--- config.mk ---
export PLATFORM = sky130hd
export DESIGN_NAME = multiplexador_4to1
export DESIGN_NICKNAME = d
export VERILOG_FILES = /design/src/rtl/multiplexador_4to1.sv
export SDC_FILE = /design/constraint.sdc
export NUM_CORES = 1
export LEC_CHECK = 0
export CAP_MARGIN = 20
export CORE_AREA = 2 2 39 41
export CTS_CLUSTER_DIAMETER = 60
export DETAILED_ROUTE_END_ITERATION = 6
export DIE_AREA = 0 0 41 43
export PLACE_DENSITY = 0.44
export SETUP_SLACK_MARGIN = 0.4
export SLEW_MARGIN = 15
export SYNTH_ARGS = -nofsm -noshare
export SYNTH_HDL_FRONTEND = slang
export SYNTH_HIERARCHICAL = 1
export SYNTH_SLANG_ARGS = --single-unit
--- constraint.sdc ---
create_clock -name clk -period 2.4 [get_ports clk]
set_input_delay 0.48 -clock clk [delete_from_list [all_inputs] [get_ports clk]]
set_output_delay 0.48 -clock clk [all_outputs]
set_load 0.01 [all_outputs]
--- src/rtl/multiplexador_4to1.sv ---
// 4-to-1 bitwise data multiplexer with a combinational output, a registered
// copy gated by en, and a one-hot decode of the select lines.

module multiplexador_4to1_lane (
  input  logic       d0,
  input  logic       d1,
  input  logic       d2,
  input  logic       d3,
  input  logic [1:0] sel,
  output logic       y
);
  always_comb begin
    y = d0;
    case (sel)
      2'b00:   y = d0;
      2'b01:   y = d1;
      2'b10:   y = d2;
      2'b11:   y = d3;
      default: y = d0;
    endcase
  end
endmodule

module multiplexador_4to1 #(
  parameter int unsigned          WIDTH   = 1,
  parameter logic [WIDTH-1:0]     RST_VAL = '0
) (
  input  logic             clk,
  input  logic             rst,
  input  logic [WIDTH-1:0] d0,
  input  logic [WIDTH-1:0] d1,
  input  logic [WIDTH-1:0] d2,
  input  logic [WIDTH-1:0] d3,
  input  logic             s1,
  input  logic             s0,
  input  logic             en,
  output logic [WIDTH-1:0] y,
  output logic [WIDTH-1:0] y_r,
  output logic             y_r_valid,
  output logic [3:0]       sel_oh
);
  logic [1:0] sel;
  assign sel = {s1, s0};

  // One single-bit mux per data bit; selection is purely bitwise.
  for (genvar i = 0; i < int'(WIDTH); i++) begin : g_lane
    multiplexador_4to1_lane u_lane (
      .d0  (d0[i]),
      .d1  (d1[i]),
      .d2  (d2[i]),
      .d3  (d3[i]),
      .sel (sel),
      .y   (y[i])
    );
  end

  always_comb begin
    sel_oh      = '0;
    sel_oh[sel] = 1'b1;
  end

  // Reset wins over en; y_r_valid marks a capture since the last reset.
  always_ff @(posedge clk) begin
    if (rst) begin
      y_r       <= RST_VAL;
      y_r_valid <= 1'b0;
    end else if (en) begin
      y_r       <= y;
      y_r_valid <= 1'b1;
    end
  end
endmodule

## After elaboration in Yosys (flattened, before gate mapping)

Cells that the tools add are included.

| word-level totals | value |
|---|---|
| register bits | 2 |
| output and inout bits | 7 |
| logic and storage cells | 12 |

| operators by class | value |
|---|---|
| magnitude comparators | 2 |
| eq/ne operators | 3 |
| muxes and demuxes | 3 |
| reduce and logical (&&, ||, !) cells | 2 |

Operators by type and width:

| kind | number |
|---|---|
| equality test 2 bit, second input constant | 2 |
| case mux 1 bit (4 select lines) | 1 |
| less-than comparator 2 x 3 -> 1 bit, second input constant | 1 |
| demux 1 bit (select 2 bit) | 1 |
| equality test 2 x 1 -> 1 bit, second input constant | 1 |
| >= comparator 2 x 1 -> 1 bit, second input constant | 1 |
| zero test 2 bit | 1 |
| logical AND 1 bit | 1 |
| two-way mux 1 bit | 1 |

## Depth between registers and ports, before layout

Gate-level depths: netlist of the first run.

| logic depth | value |
|---|---|
| word-level depth | 4 |
| mapped depth | 3 |

## Hierarchy

The synthesis of the first run kept the hierarchy.

Modules (own cells, without submodules):

| module | instances | cells an instance | area an instance (um^2) | seq. area each (um^2) |
|---|---|---|---|---|
| multiplexador_4to1 | 1 | 10 | 83.8 | 40.0 |
| multiplexador_4to1_lane | 1 | 1 | 22.5 | 0.0 |

## Worst setup path before layout of the first run

No wires, ideal clock.

| timing path | value |
|---|---|
| path type | input-to-output |
| start point | input port s0 |
| end point | output port y |
| arrival | 0.998 ns |
| required time | 1.920 ns |
| setup slack | 0.922 ns |
| stages | 1 |
| buffers on the path | 0 |
| path through | mux4_2 |

| between the ends | value |
|---|---|
| cells in the longest elaborated chain, start to end | 2 |
| elaborated cells between the ends (all ways) | 5 |
| classes of those cells | eq/ne (3); mux (1); reduce/logical (1) |

RTL lines:

| what | RTL line | source |
|---|---|---|
| start: declaration | 35 | `input logic s0,` |
| equality test 2 bit, or another cell as far along | 14 | `case (sel)` |
| case mux 1 bit (4 select lines) (*) | 14 |  |
| end: declaration | 37 | `output logic [WIDTH-1:0] y,` |

Every way passes the cells marked *; elsewhere a longest branch is shown, timed or not.

## Worst setup path after layout of the first run

Same ends and word-level chain as after synthesis.

==> summary.md, run 1 <==
| Metric | Value |
|---|---|
| Status | `finished, final reports clean` |
| Dpl cells | `43` |
| Worst EP required | `1.92 ns` |
| Critical-path maximum fanout | `2` |
| Worst setup path category | `input pin to primary output` |
| Worst reg2reg endpoint | `y_r$_SDFFE_PP0P_` |
| Starting Density | `7.69%` |
| Post-synthesis cell count | `11` |
| Yosys cell types | `6` |
| Layout cells sized above 1 | `20.0%` |
| CP Capture Type | `primary output` |
| WHS | `0.472 ns` |
| Maxcap violations | `0` |
| Register area share after synthesis | `37.6%` |
| Final Non-Filler Cells | `46` |
| Via density | `3.43` |
| Routability cong. | `0.615` |
| Postcts setup bufs | `0` |
| Die ar. | `1760 um^2` |
| Kind of cell adding the most delay to the critical path | `multiplexers` |
| Max incr delay on CP | `0.54 ns` |
| Tmin final | `1.77 ns` |
| Tightest Pin Transition | `0.174 ns` |
| Max Clk Rate | `565 MHz` |
| Root Buffer | `clkbuf_4` |
| Worst r2r path cells | `2` |
| Dpl ws | `-0.0852 ns` |
| CTS tree | `yes` |
| Synth cell count leaders | `4 x nor2_1, 2 x dfxtp_1, 2 x nor2b_1` |
| Die Wd | `41 um` |
| Critical path startpoint category | `input pin` |
| Area Growth Syn to Fin | `199%` |
| Maximum vdd ir drop | `0.000103 V` |
| Chip height | `43 um` |
| Predominant post-synthesis flop cell | `dfxtp_1` |
| Critical Path Stages | `3` |
| Slowest CP cell | `mux4_2` |
| Clock-pin slew on the worst setup and hold paths | `0.03 ns` |
| CTS Buf Count | `3` |
| Post-synth EDFFs | `0` |
| Residual DRC | `0` |
| Largest net degree at the start of global routing | `6` |
| Design area | `318 um^2` |
| Final worst slack | `0.631 ns` |
| CP endpoint | `y` |
| WP buf/inv | `2` |
| Buffers on Ports | `15` |
| Hold Vio Cnt, Final | `0` |
| Final nets | `41` |
| Post-route ant nets | `0` |
| #FFs+latches synth | `2` |
| Synth area leaders | `dfxtp_1 38%, mux4_2 21%, nor2_1 14%` |
| Initial antenna violation count | `0` |
| Clock Skew | `0 ns` |
| Vias in the first global route | `149` |
| Slew Limit Headroom | `88.4%` |
| Setup crit start | `s0` |
| First-pass GRT wire length | `627 um` |
| R2R setup slack | `1.81 ns` |
| CTS H-tree depth | `1` |
| DR vias | `158` |
| Ports | `16` |
| Final setup viols | `0` |
| GRT Util Overall | `6.74%` |
| Post-layout util | `23.0%` |
| Synth Net Count | `20` |
| Antenna cell count | `0` |
| Synth Cell Area | `106 um^2` |
| Clk buf depth | `2` |
| Initial DRC Count | `0` |
| RSZ-0062 raised after global routing | `no` |
| Syn_area_per_cell | `9.67 um^2` |
| Pwr dens | `482 nW/um^2` |
| FP Rows | `14` |
| LEAKAGE | `0.189 nW` |
| Clk Latency, worst-skew pair | `0.22 ns` |
| Fin. max-slew vios | `0` |
| Post-synth top area share | `37.6%` |
| Placed cell areas | `284 um^2` |
| Final WL | `437 um` |
| YS warnings | `6` |
| Async set-reset flop share out of synthesis | `0%` |
| Most frequent cell after synthesis | `nor2_1` |
| Routed wire per std cell | `9.50 um` |
| Crit-path cells | `dlymetal6s2s_1 > mux4_2 > buf_6` |
| GR Overflow Total | `0` |
| DR pass1 iterations | `1` |
| Largest area contributor in the netlist | `dfxtp_1` |
| Core ar. | `1380 um^2` |
| Clock sink count | `2` |
| Worst path arrival time | `1.29 ns` |
| Worst r2r src | `y_r$_SDFFE_PP0P_` |
| Class of the worst hold path | `register to register` |
| Tcrit/Tclk final | `73.7%` |
-- routing by layer --
metal	GRT usage [%]	wire [um]	vias to the layer above
li1	-	-	75
met2	5.31	127	18
met4	10.0	17	0
met3	5.76	97	2
met5	0	0	-
met1	7.77	195	63
-- registers in the layout, indices dropped and copies added (netlist names) --
name,cells
y_r_valid,1
y_r,1
-- area by class of cell --
type                       count  area [um^2]
fill                         157         1070
timing repair buffer          16          169
multi-input combinational      9         66.3
sequential                     2         40.0
clock buffer                   3         22.5
tap                           16         20.0
-- layout by cell type (no fill, tap or decap), drive strengths merged --
cell | Yosys | final
nor2b | 2 | 2
dlygate4sd2 | 0 | 4
mux2i | 1 | 1
clkdlybuf4s50 | 0 | 4
buf | 0 | 2
clkbuf | 0 | 3
dlymetal6s2s | 0 | 6
dfxtp | 2 | 2
nor2 | 4 | 4
and2 | 1 | 1
mux4 | 1 | 1
-- per-stage QoR --
| stage | setup TNS, ns | total power, mW |
|---|---|---|
| after global placement | -0.0635 | 0.0822 |
| after floorplan | 0 | 0.0502 |
| after global routing | 0 | 0.168 |
| after CTS | 0 | 0.159 |
| after detailed placement | -0.0852 | 0.0827 |
| final | 0 | 0.153 |
-- repair_timing --
item | in CTS | in global routing
resized for setup | 6 | 9
gates cloned | 0 | 0
endpoints found under the setup margin | 5 | 3
hold buffers | 0 | 0
-- worst register-to-register path: stages, from the launching register on --
cell,delay (ns)
dfxtp_1,0.30
mux2i_1,0.13
nor2_1,0.05
-- worst min-delay path by stage --
stage	endpoint	cells past startpoint	start
3_3_place_gp	y_r_valid$_SDFFE_PP0P_	2	y_r_valid$_SDFFE_PP0P_
6_report	y_r_valid$_SDFFE_PP0P_	2	y_r_valid$_SDFFE_PP0P_
2_1_floorplan	y_r_valid$_SDFFE_PP0P_	2	y_r_valid$_SDFFE_PP0P_
5_1_grt	y_r_valid$_SDFFE_PP0P_	2	y_r_valid$_SDFFE_PP0P_
3_5_place_dp	y_r_valid$_SDFFE_PP0P_	2	y_r_valid$_SDFFE_PP0P_
4_1_cts	y_r_valid$_SDFFE_PP0P_	2	y_r_valid$_SDFFE_PP0P_
-- cells by family after synthesis --
family	share of synthesized area, %
DFF	37.6
muxes	30.6
and+or+nand+nor	31.8
-- power breakdown --
part	total [mW]	internal [mW]	switching, mW
combinational	0.0411	0.0268	0.0143
sequential	0.0372	0.0360	0.00114
clock	0.0749	0.0552	0.0197
total	0.153	0.118	0.0351
No activity file was read; power rests on OpenSTA's default activity.
==> run 2: changes to the inputs <==
Clock period 2.4 ns to 1.73 ns, I/O delays scaled along.
==> run 2 against run 1 <==
Critical path depth unchanged. Power grew 39%. Hold slack worse by 0.012 ns. First-iteration DRC count increased by 2. Flip-flop and latch count did not move. Global-route usage rose by 0.28 points. Clock skew unchanged. Via count is 1.3% lower. Largest cell class unchanged.
==> summary.md, run 2 (synthesis gave the netlist of run 1 again) <==
| Metric | Value |
|---|---|
| Tmin final | `1.42 ns` |
| Storage element area | `40.0 um^2 (unchanged)` |
| Initial antenna violation count | `0 (unchanged)` |
| Clk Latency, worst-skew pair | `0.22 ns (about the same)` |
| Worst EP required | `1.38 ns (was 1.92 ns)` |
| Clock Skew | `0 ns (unchanged)` |
| Status | `finished, final reports clean (unchanged)` |
| Kind of cell adding the most delay to the critical path | `multiplexers (unchanged)` |
| Via density | `3.25 (was 3.43)` |
| Post-layout util | `21.2% (was 23.0%)` |
| First-pass GRT wire length | `717 um (was 627 um)` |
| Clock sink count | `2 (unchanged)` |
| Final setup viols | `0 (unchanged)` |
| Most common cell after layout, fill and taps aside | `buf_2 (was dlymetal6s2s_1)` |
| Die ar. | `1760 um^2 (unchanged)` |
| P_sw | `0.0496 mW (was 0.0351 mW)` |
| GRT Util Overall | `7.02% (was 6.74%)` |
| Max Clk Rate | `705 MHz` |
| Area Growth Syn to Fin | `175% (was 199%)` |
| FP Rows | `14 (unchanged)` |
| CP endpoint | `y (unchanged)` |
| Filler cell count in the final layout | `165 (was 157)` |
| Final nets | `43 (was 41)` |
| Antenna cell count | `0 (unchanged)` |
| Commonest cells after routing, fill and taps aside | `7 x buf_2, 4 x nor2_1, 3 x clkbuf_4, 3 x buf_4 (was 6 x dlymetal6s2s_1, 4 x nor2_1, 4 x clkdlybuf4s50_1, 4 x dlygate4sd2_1, 3 x clkbuf_4)` |
| Slew Limit Headroom | `91.8% (was 88.4%)` |
| Final Non-Filler Cells | `48 (was 46)` |
| Routability cong. | `0.618 (was 0.615)` |
| Critical-path maximum fanout | `2 (unchanged)` |
| Starting Density | `7.69% (unchanged)` |
| R2R setup slack | `1.15 ns (was 1.81 ns)` |
| GR Overflow Total | `0 (unchanged)` |
| Layout cells sized above 1 | `56.3% (was 20.0%)` |
| Ports | `16 (unchanged)` |
| Multi-input gate area | `66.3 um^2 (unchanged)` |
| Metal2 WL | `168 um (was 127 um)` |
| Flop pwr share | `24.2% (was 24.3%)` |
| Tightest Pin Transition | `0.120 ns (was 0.174 ns)` |
| Critical path startpoint category | `input pin (unchanged)` |
| DR top layer | `met3 (was met4)` |
| DR pass1 iterations | `2 (was 1)` |
| Slowest CP cell | `mux4_2 (unchanged)` |
| CTS tree | `yes (unchanged)` |
| Root Buffer | `clkbuf_4 (unchanged)` |
| Setup TNS | `0 ns (unchanged)` |
| Vias in the first global route | `181 (was 149)` |
| Worst r2r path cells | `2 (unchanged)` |
| Buffers on Ports | `15 (unchanged)` |
| Clock Power Share | `49.0% (was 48.9%)` |
| LEAKAGE | `0.148 nW (was 0.189 nW)` |
| Worst reg2reg endpoint | `y_r$_SDFFE_PP0P_ (unchanged)` |
| Final WL | `481 um (was 437 um)` |
| Crit-path cells | `buf_8 > mux4_2 > buf_6 (was dlymetal6s2s_1 > mux4_2 > buf_6)` |
| Residual DRC | `0 (unchanged)` |
| Class of the worst hold path | `register to register (unchanged)` |
| Internal power | `0.163 mW (was 0.118 mW)` |
| Worst setup path category | `input pin to primary output (unchanged)` |
| Max incr delay on CP | `0.51 ns (was 0.54 ns)` |
| Setup crit start | `s0 (unchanged)` |
| Chip height | `43 um (unchanged)` |
| Critical Path Stages | `3 (unchanged)` |
| DR vias | `156 (was 158)` |
| Hold Vio Cnt, Final | `0 (unchanged)` |
| WP buf/inv | `2 (unchanged)` |
| Die Wd | `41 um (unchanged)` |
| Clk buf depth | `2 (unchanged)` |
| Wl on met1 | `216 um (was 195 um)` |
| Initial DRC Count | `2 (was 0)` |
| CP Capture Type | `primary output (unchanged)` |
| Worst r2r src | `y_r$_SDFFE_PP0P_ (unchanged)` |
| Core ar. | `1380 um^2 (unchanged)` |
| Tcrit/Tclk final | `82.0%` |
| Fin. max-slew vios | `0 (unchanged)` |
| Dpl cells | `45 (was 43)` |
| Worst path arrival time | `1.07 ns (was 1.29 ns)` |
| Combinational share of power | `26.8% (about the same)` |
| Metal3 WL | `96 um (was 97 um)` |
| Power consumption | `0.212 mW (was 0.153 mW)` |
| Largest net degree at the start of global routing | `5 (was 6)` |
| Sw frac | `23.4% (was 22.9%)` |
| Maximum vdd ir drop | `0.000108 V (was 0.000103 V)` |
| Top Registers | `y_r: 1 flops, y_r_valid: 1 flops (unchanged)` |
| CTS Buf Count | `3 (unchanged)` |
| Pwr dens | `725 nW/um^2 (was 482 nW/um^2)` |
| CTS H-tree depth | `1 (unchanged)` |
| Post-route ant nets | `0 (unchanged)` |
| Routed wire per std cell | `10.0 um (was 9.50 um)` |
| RSZ-0062 raised after global routing | `yes (was no)` |
| Clock-pin slew on the worst setup and hold paths | `0.03 ns (about the same)` |
| Maxcap violations | `0 (unchanged)` |
==> run 2: cell types whose count changed in the layout (fill, tap and decap cells not counted), sizes merged <==
cell	change
clkdlybuf4s50	-2
dlymetal6s2s	-6
buf	+11
clkdlybuf4s15	+1
dlygate4sd2	-2
==> run 2: worst min path at each step <==
stage | from | endpoint | slack (ns) | cells after the start
after floorplan | rst | y_r$_SDFFE_PP0P_ | 0.42 | 1
after global placement | y_r_valid$_SDFFE_PP0P_ | y_r_valid$_SDFFE_PP0P_ | 0.46 | 2
after detailed placement | y_r_valid$_SDFFE_PP0P_ | y_r_valid$_SDFFE_PP0P_ | 0.47 | 2
after CTS | y_r_valid$_SDFFE_PP0P_ | y_r_valid$_SDFFE_PP0P_ | 0.47 | 2
after global routing | y_r_valid$_SDFFE_PP0P_ | y_r_valid$_SDFFE_PP0P_ | 0.50 | 2
final | y_r_valid$_SDFFE_PP0P_ | y_r_valid$_SDFFE_PP0P_ | 0.46 | 2
==> run 2: worst min-delay path: stages, from the launching register on <==
cell,delay [ns]
dfxtp_1,0.31
nor2_1,0.05
nor2_1,0.07
==> run 2: layout make-up <==
class,instances,share of cell area [%]
Timing Repair Buffer,18,49.1
Clock buffer,3,7.69
Tap cell,16,6.84
Sequential cell,2,13.7
Multi-Input combinational cell,9,22.6
==> run 2: power by group through the flow <==
| stage | logic (mW) | clock network (mW) | registers, mW |
|---|---|---|---|
| finish | 0.0569 | 0.104 | 0.0514 |
| global route | 0.0619 | 0.118 | 0.0519 |
| CTS | 0.0557 | 0.111 | 0.0515 |
| detailed placement | 0.0663 | 0 | 0.0522 |
| global placement | 0.0653 | 0 | 0.0520 |
| floorplan | 0.0158 | 0 | 0.0538 |
==> run 2: metrics by stage <==
stage	hold slack, ns	instance area, um^2	setup slack (ns)
2_1_floorplan	0.418	106	0.520
3_3_place_gp	0.456	299	-0.467
3_5_place_dp	0.466	299	-0.502
4_1_cts	0.467	283	0.303
5_1_grt	0.499	293	0.288
6_report	0.460	293	0.311
==> run 2: layer usage <==
metal | track usage [%] | vias up
met5 | 0 | -
met4 | 8.00 | 0
met3 | 5.24 | 0
met2 | 7.19 | 16
met1 | 8.01 | 61
li1 | - | 79
==> run 2: what timing repair did <==
item,in CTS,in global routing
resized for setup,44,2
setup buffers,0,0
hold buffers,0,0
setup endpoints to repair,8,1
==> run 3: changes to the inputs <==
Settings changed: PLACE_DENSITY 0.44 to 0.46.
Clock period 1.73 ns to 1.3 ns, I/O delays scaled along.
==> run 3 against run 2 <==
Highest routed layer unchanged. Hold slack gained 0.019 ns. Routed wire length grew 11%. Largest power group unchanged. Register-to-register slack lost 0.47 ns. Sequential share of layout area shrank 2.0 points. Global-route usage is essentially flat. Power grew 47%. Cell count grew 2.1%. First-iteration DRC count is the same. Clock skew is the same. Clock-buffer cell count is the same.
==> summary.md, run 3 (synthesis gave the netlist of run 1 again) <==
| Metric | Value |
|---|---|
| Hold Vio Cnt, Final | `0 (unchanged)` |
| Clock Skew | `0 ns (unchanged)` |
| Root Buffer | `clkbuf_4 (unchanged)` |
| Die ar. | `1760 um^2 (unchanged)` |
| Slowest CP cell | `mux4_2 (unchanged)` |
| Ports | `16 (unchanged)` |
| Class of the worst hold path | `register to register (unchanged)` |
| Top Registers | `y_r: 1 flops, y_r_valid: 1 flops (unchanged)` |
| Slew Limit Headroom | `90.1% (was 91.8%)` |
| Final WL | `533 um (was 481 um)` |
| Chip height | `43 um (unchanged)` |
| CTS Buf Count | `3 (unchanged)` |
| Core ar. | `1380 um^2 (unchanged)` |
| Metal3 WL | `76 um (was 96 um)` |
| DR top layer | `met3 (unchanged)` |
| Max Clk Rate | `798 MHz` |
| Initial antenna violation count | `0 (unchanged)` |
| Buffers on Ports | `15 (unchanged)` |
| Worst hold path endpoint | `y_r_valid$_SDFFE_PP0P_ (unchanged)` |
| WP buf/inv | `2 (unchanged)` |
| Routability cong. | `0.616 (was 0.618)` |
| Clk Latency, worst-skew pair | `0.22 ns (about the same)` |
| Worst path arrival time | `0.99 ns (was 1.07 ns)` |
| CTS H-tree depth | `1 (unchanged)` |
| Die Wd | `41 um (unchanged)` |
| Tightest Pin Transition | `0.144 ns (was 0.120 ns)` |
| Flop pwr share | `22.7% (was 24.2%)` |
| Antenna cell count | `0 (unchanged)` |
| R2R setup slack | `0.68 ns (was 1.15 ns)` |
| DR pass1 iterations | `2 (unchanged)` |
| Internal power | `0.238 mW (was 0.163 mW)` |
| Via density | `3.59 (was 3.25)` |
| Clock sink count | `2 (unchanged)` |
| Hold wc startpoint | `y_r_valid$_SDFFE_PP0P_ (unchanged)` |
| RSZ-0062 raised after global routing | `yes (unchanged)` |
| Critical-path maximum fanout | `2 (unchanged)` |
| Worst r2r src | `y_r$_SDFFE_PP0P_ (unchanged)` |
| Fin. max-slew vios | `0 (unchanged)` |
| Pwr dens | `860 nW/um^2 (was 725 nW/um^2)` |
| Final setup viols | `0 (unchanged)` |
| Vias in the first global route | `183 (was 181)` |
| Worst reg2reg endpoint | `y_r$_SDFFE_PP0P_ (unchanged)` |
| Tmin final | `1.25 ns` |
| Post-route ant nets | `0 (unchanged)` |
| Most common cell after layout, fill and taps aside | `buf_6 (was buf_2)` |
| Power consumption | `0.312 mW (was 0.212 mW)` |
| Clk buf depth | `2 (unchanged)` |
| Wl on met1 | `241 um (was 216 um)` |
| Hold depth | `2 (unchanged)` |
| Area Growth Syn to Fin | `241% (was 175%)` |
| Initial DRC Count | `2 (unchanged)` |
| Final worst slack | `0.0464 ns (was 0.311 ns)` |
| First-pass GRT wire length | `724 um (was 717 um)` |
| Layout cells sized above 1 | `81.8% (was 56.3%)` |
| Maxcap violations | `0 (unchanged)` |
| Clock Power Share | `44.1% (was 49.0%)` |
| LEAKAGE | `0.173 nW (was 0.148 nW)` |
| Dpl ws | `-0.752 ns (was -0.502 ns)` |
| Clock-pin slew on the worst setup and hold paths | `0.03 ns (about the same)` |
| Largest net degree at the start of global routing | `5 (unchanged)` |
| Final nets | `44 (was 43)` |
| Tcrit/Tclk final | `96.4%` |
| Worst r2r path cells | `2 (unchanged)` |
| Sw frac | `23.8% (was 23.4%)` |
| Max incr delay on CP | `0.52 ns (was 0.51 ns)` |
| Worst EP required | `1.04 ns (was 1.38 ns)` |
| Kind of cell adding the most delay to the critical path | `multiplexers (unchanged)` |
| Status | `finished, final reports clean (unchanged)` |
| Crit-path cells | `buf_8 > mux4_2 > buf_6 (unchanged)` |
| Maximum vdd ir drop | `0.000203 V (was 0.000108 V)` |
| Placed cell areas | `292 um^2 (was 299 um^2)` |
| FP Rows | `14 (unchanged)` |
| Residual DRC | `0 (unchanged)` |
| Metal2 WL | `215 um (was 168 um)` |
| Starting Density | `7.69% (unchanged)` |
| Combinational share of power | `33.3% (was 26.8%)` |
| Critical path startpoint category | `input pin (unchanged)` |
| CP Capture Type | `primary output (unchanged)` |
| Commonest cells after routing, fill and taps aside | `11 x buf_6, 4 x buf_2, 3 x nor2_1, 3 x clkbuf_4 (was 7 x buf_2, 4 x nor2_1, 3 x clkbuf_4, 3 x buf_4)` |
| CTS tree | `yes (unchanged)` |
| P_sw | `0.0744 mW (was 0.0496 mW)` |
| Worst setup path category | `input pin to primary output (unchanged)` |
| GRT Util Overall | `7.01% (was 7.02%)` |
| Hold Buf Count CTS | `0 (unchanged)` |
| GR Overflow Total | `0 (unchanged)` |
| Routed wire per std cell | `10.9 um (was 10.0 um)` |
| DR vias | `176 (was 156)` |
| Design area | `363 um^2 (was 293 um^2)` |
-- run 3: cell types whose count changed in the layout (fill, tap and decap cells not counted), moves of 2 or more --
cell	before	now
nor2b_4	0	2
buf_6	2	11
nor2b_1	2	0
dfxtp_2	0	2
dlygate4sd2_1	2	0
buf_4	3	1
buf_2	7	4
dfxtp_1	2	0
-- run 3: layout make-up --
class,instances,area [um^2]
timing repair buffer,19,186
sequential,2,42.5
clock buffer,3,22.5
fill,153,1020
tap,16,20.0
multi-input combinational,9,91.3
-- run 3: timing repair --
action | 4_1_cts | 5_1_grt
pin swaps | 1 | 0
endpoints found under the setup margin | 8 | 8
endpoints found under the hold margin | 0 | 0
gates resized for setup | 60 | 8
buffers inserted | 1 | 1
-- run 3: power by group through the flow --
stage | Sequential (mW) | Clock (mW) | Combinational (mW)
after floorplan | 0.0716 | 0 | 0.0210
after global placement | 0.0693 | 0 | 0.0845
after detailed placement | 0.0697 | 0 | 0.0859
after CTS | 0.0707 | 0.148 | 0.0868
after global routing | 0.0712 | 0.151 | 0.111
final | 0.0708 | 0.138 | 0.104
-- run 3: worst max path at each step --
stage | slack, ns | endpoint | cells after the start | start
floorplan | 0.22 | y_r$_SDFFE_PP0P_ | 3 | s0
global placement | -0.73 | y | 3 | s0
detailed placement | -0.75 | y | 3 | s0
CTS | 0.04 | y | 3 | s0
global route | 0.02 | y | 3 | s0
finish | 0.05 | y | 3 | s0
-- run 3: per-stage QoR --
| stage | cells | setup TNS (ns) | util (%) | hold slack [ns] |
|---|---|---|---|---|
| floorplan | 11 | 0 | - | 0.332 |
| global placement | 44 | -2.97 | 21.1 | 0.454 |
| detailed placement | 44 | -3.07 | 21.1 | 0.483 |
| CTS | 48 | 0 | 22.7 | 0.487 |
| global route | 49 | 0 | 26.2 | 0.507 |
| finish | 49 | 0 | 26.2 | 0.479 |
-- run 3: layer usage --
metal  vias up  track usage, %
met2        16            6.88
met4         0            8.00
met3         0            5.24
met1        78            8.31
met5         -               0
li1         82               -
-- run 3: worst reg2reg max path, delay by kind of cell (launching register included) --
family,cells,cell delay (ns)
flops,1,0.31
mux,1,0.14
simple gates,1,0.05
==> RTL change, RTL diff (settings of run 2) <==
Put a register stage on the output `y`, cleared by the reset. The value now appears one clock later. The other outputs are not delayed to match.
--- a/src/rtl/multiplexador_4to1.sv
+++ b/src/rtl/multiplexador_4to1.sv
@@ -40,4 +40,6 @@
   output logic [3:0]       sel_oh
 );
+
+  logic [WIDTH-1:0] y_d;
   logic [1:0] sel;
   assign sel = {s1, s0};
@@ -51,5 +53,5 @@
       .d3  (d3[i]),
       .sel (sel),
-      .y   (y[i])
+      .y   (y_d[i])
     );
   end
@@ -66,8 +68,16 @@
       y_r_valid <= 1'b0;
     end else if (en) begin
-      y_r       <= y;
+      y_r       <= y_d;
       y_r_valid <= 1'b1;
     end
   end
+  always_ff @(posedge clk) begin
+    if (rst) begin
+      y <= '0;
+    end else begin
+      y <= y_d;
+    end
+  end
+
 endmodule
 
Check against the original RTL: not equivalent (a bounded check fails within 4 cycles, from zero or initial values and one cycle with rst high).
==> RTL change against run 2 <==
Sequential share of layout area is 4.4 points higher; total power increased by 19%; worst hold slack better by 0.0064 ns; largest power group unchanged; synthesized cell count rose by 18%; critical path type unchanged; setup slack better by 0.14 ns; critical path depth unchanged; highest routed layer unchanged; sequential cell count grew 1; largest cell class unchanged; register-to-register slack worse by 0.03 ns; design area grew 13%; synthesized area rose by 25%; count of clock-buffer cells in the layout is 1 higher; routed wire length shrank 4.4%.
==> RTL change: results (changes against run 2) <==
Crit Path Max Fanout=5 (was 2); Post-Place Cell Area=310 sq um (was 299 sq um); initial drt markers=0 (was 2); post-route insts no fill=49 (was 48); post-CTS resize count=17 (was 44); wire length on met1=228 um (was 216 um); Seq/Total Area, Yosys=0.453 (was 0.376); CP top delay family=buffers and inverters (was multiplexers); CP peak stage delay=0.24 ns (was 0.51 ns); Pleak=0.182 nW (was 0.148 nW); WL/cell=9.39 um (was 10.0 um); Max VDD drop=0.122 mV (was 0.108 mV); Synthesized Nets=22 (was 20); layout cells sized above 1=0.303 (was 0.563); Relative slew margins=0.901 (was 0.918); DR pass1 iterations=1 (was 2); crit path DAT=0.93 ns (was 1.07 ns); syn avg cell area=10.2 sq um (was 9.67 sq um); Synth Area in Compound Gates=0 (unchanged); Setup crit start=s1 (was s0); pin count of the biggest net entering global routing=6 (was 5); first-pass GRT wire length=724 um (was 717 um); status=finished clean (unchanged); top flop regs=y (1), y_r (1), y_r_valid (1) (was y_r (1), y_r_valid (1)); GP Congestion=0.516 (was 0.618); multiplexer area fraction after synthesis=0.245 (was 0.306); synth cell count leaders=nor2_1 (4), dfxtp_1 (3), nor2b_1 (3) (was nor2_1 (4), dfxtp_1 (2), nor2b_1 (2)); Vias=168 (was 156); CP max stage cell=clkdlybuf4s15_1 (was mux4_2); wire length on met3=89 um (was 96 um); reg2reg setup slack=1.12 ns (was 1.15 ns); Met2 Wirelength=142 um (was 168 um); Synth area leaders=dfxtp_1 (45%), mux4_2 (17%), nor2b_1 (14%) (was dfxtp_1 (38%), mux4_2 (21%), nor2_1 (14%))
-- RTL change: cell types whose count changed after synthesis --
cell and change:
nor2b_1 +1, dfxtp_1 +1
-- RTL change: kinds of logic after synthesis --
logic type	Yosys count
muxes	2
DFF	3
and+or+nand+nor	8
-- RTL change: per-stage QoR --
| step | setup TNS (ns) | utilization | total power, mW | worst slack [ns] | hold WS [ns] |
|---|---|---|---|---|---|
| after CTS | 0 | 0.238 | 0.261 | 0.353 | 0.472 |
| after global placement | -0.720 | 0.224 | 0.140 | -0.208 | 0.451 |
| after detailed placement | -0.892 | 0.224 | 0.141 | -0.239 | 0.469 |
| final | 0 | 0.240 | 0.252 | 0.453 | 0.466 |
| after global routing | 0 | 0.240 | 0.272 | 0.402 | 0.505 |
| after floorplan | 0 | - | 0.0960 | 0.623 | 0.418 |
-- RTL change: area by class of cell --
class | count | area (sq um) | share of cell area
repair buffers | 16 | 150 | 0.453
clock buffers | 4 | 26.3 | 0.0792
multi-input cells | 10 | 75.1 | 0.226
well taps | 16 | 20.0 | 0.0604
flip-flops and latches | 3 | 60.1 | 0.181
-- RTL change: power groups by stage --
stage	registers, mW	logic, mW	clock network [mW]
final	0.0767	0.0528	0.122
after CTS	0.0767	0.0555	0.129
after global routing	0.0771	0.0583	0.137
after floorplan	0.0807	0.0154	0
after detailed placement	0.0780	0.0628	0
after global placement	0.0778	0.0619	0
-- RTL change: worst min path at each step --
stage	end	depth (start not counted)	from	slack, ns
after detailed placement	y_r_valid	2	y_r_valid	0.47
after CTS	y_r_valid	2	y_r_valid	0.47
final	y_r_valid	2	y_r_valid	0.47
after floorplan	y	1	rst	0.42
after global placement	y_r_valid	2	y_r_valid	0.45
after global routing	y_r_valid	2	y_r_valid	0.51
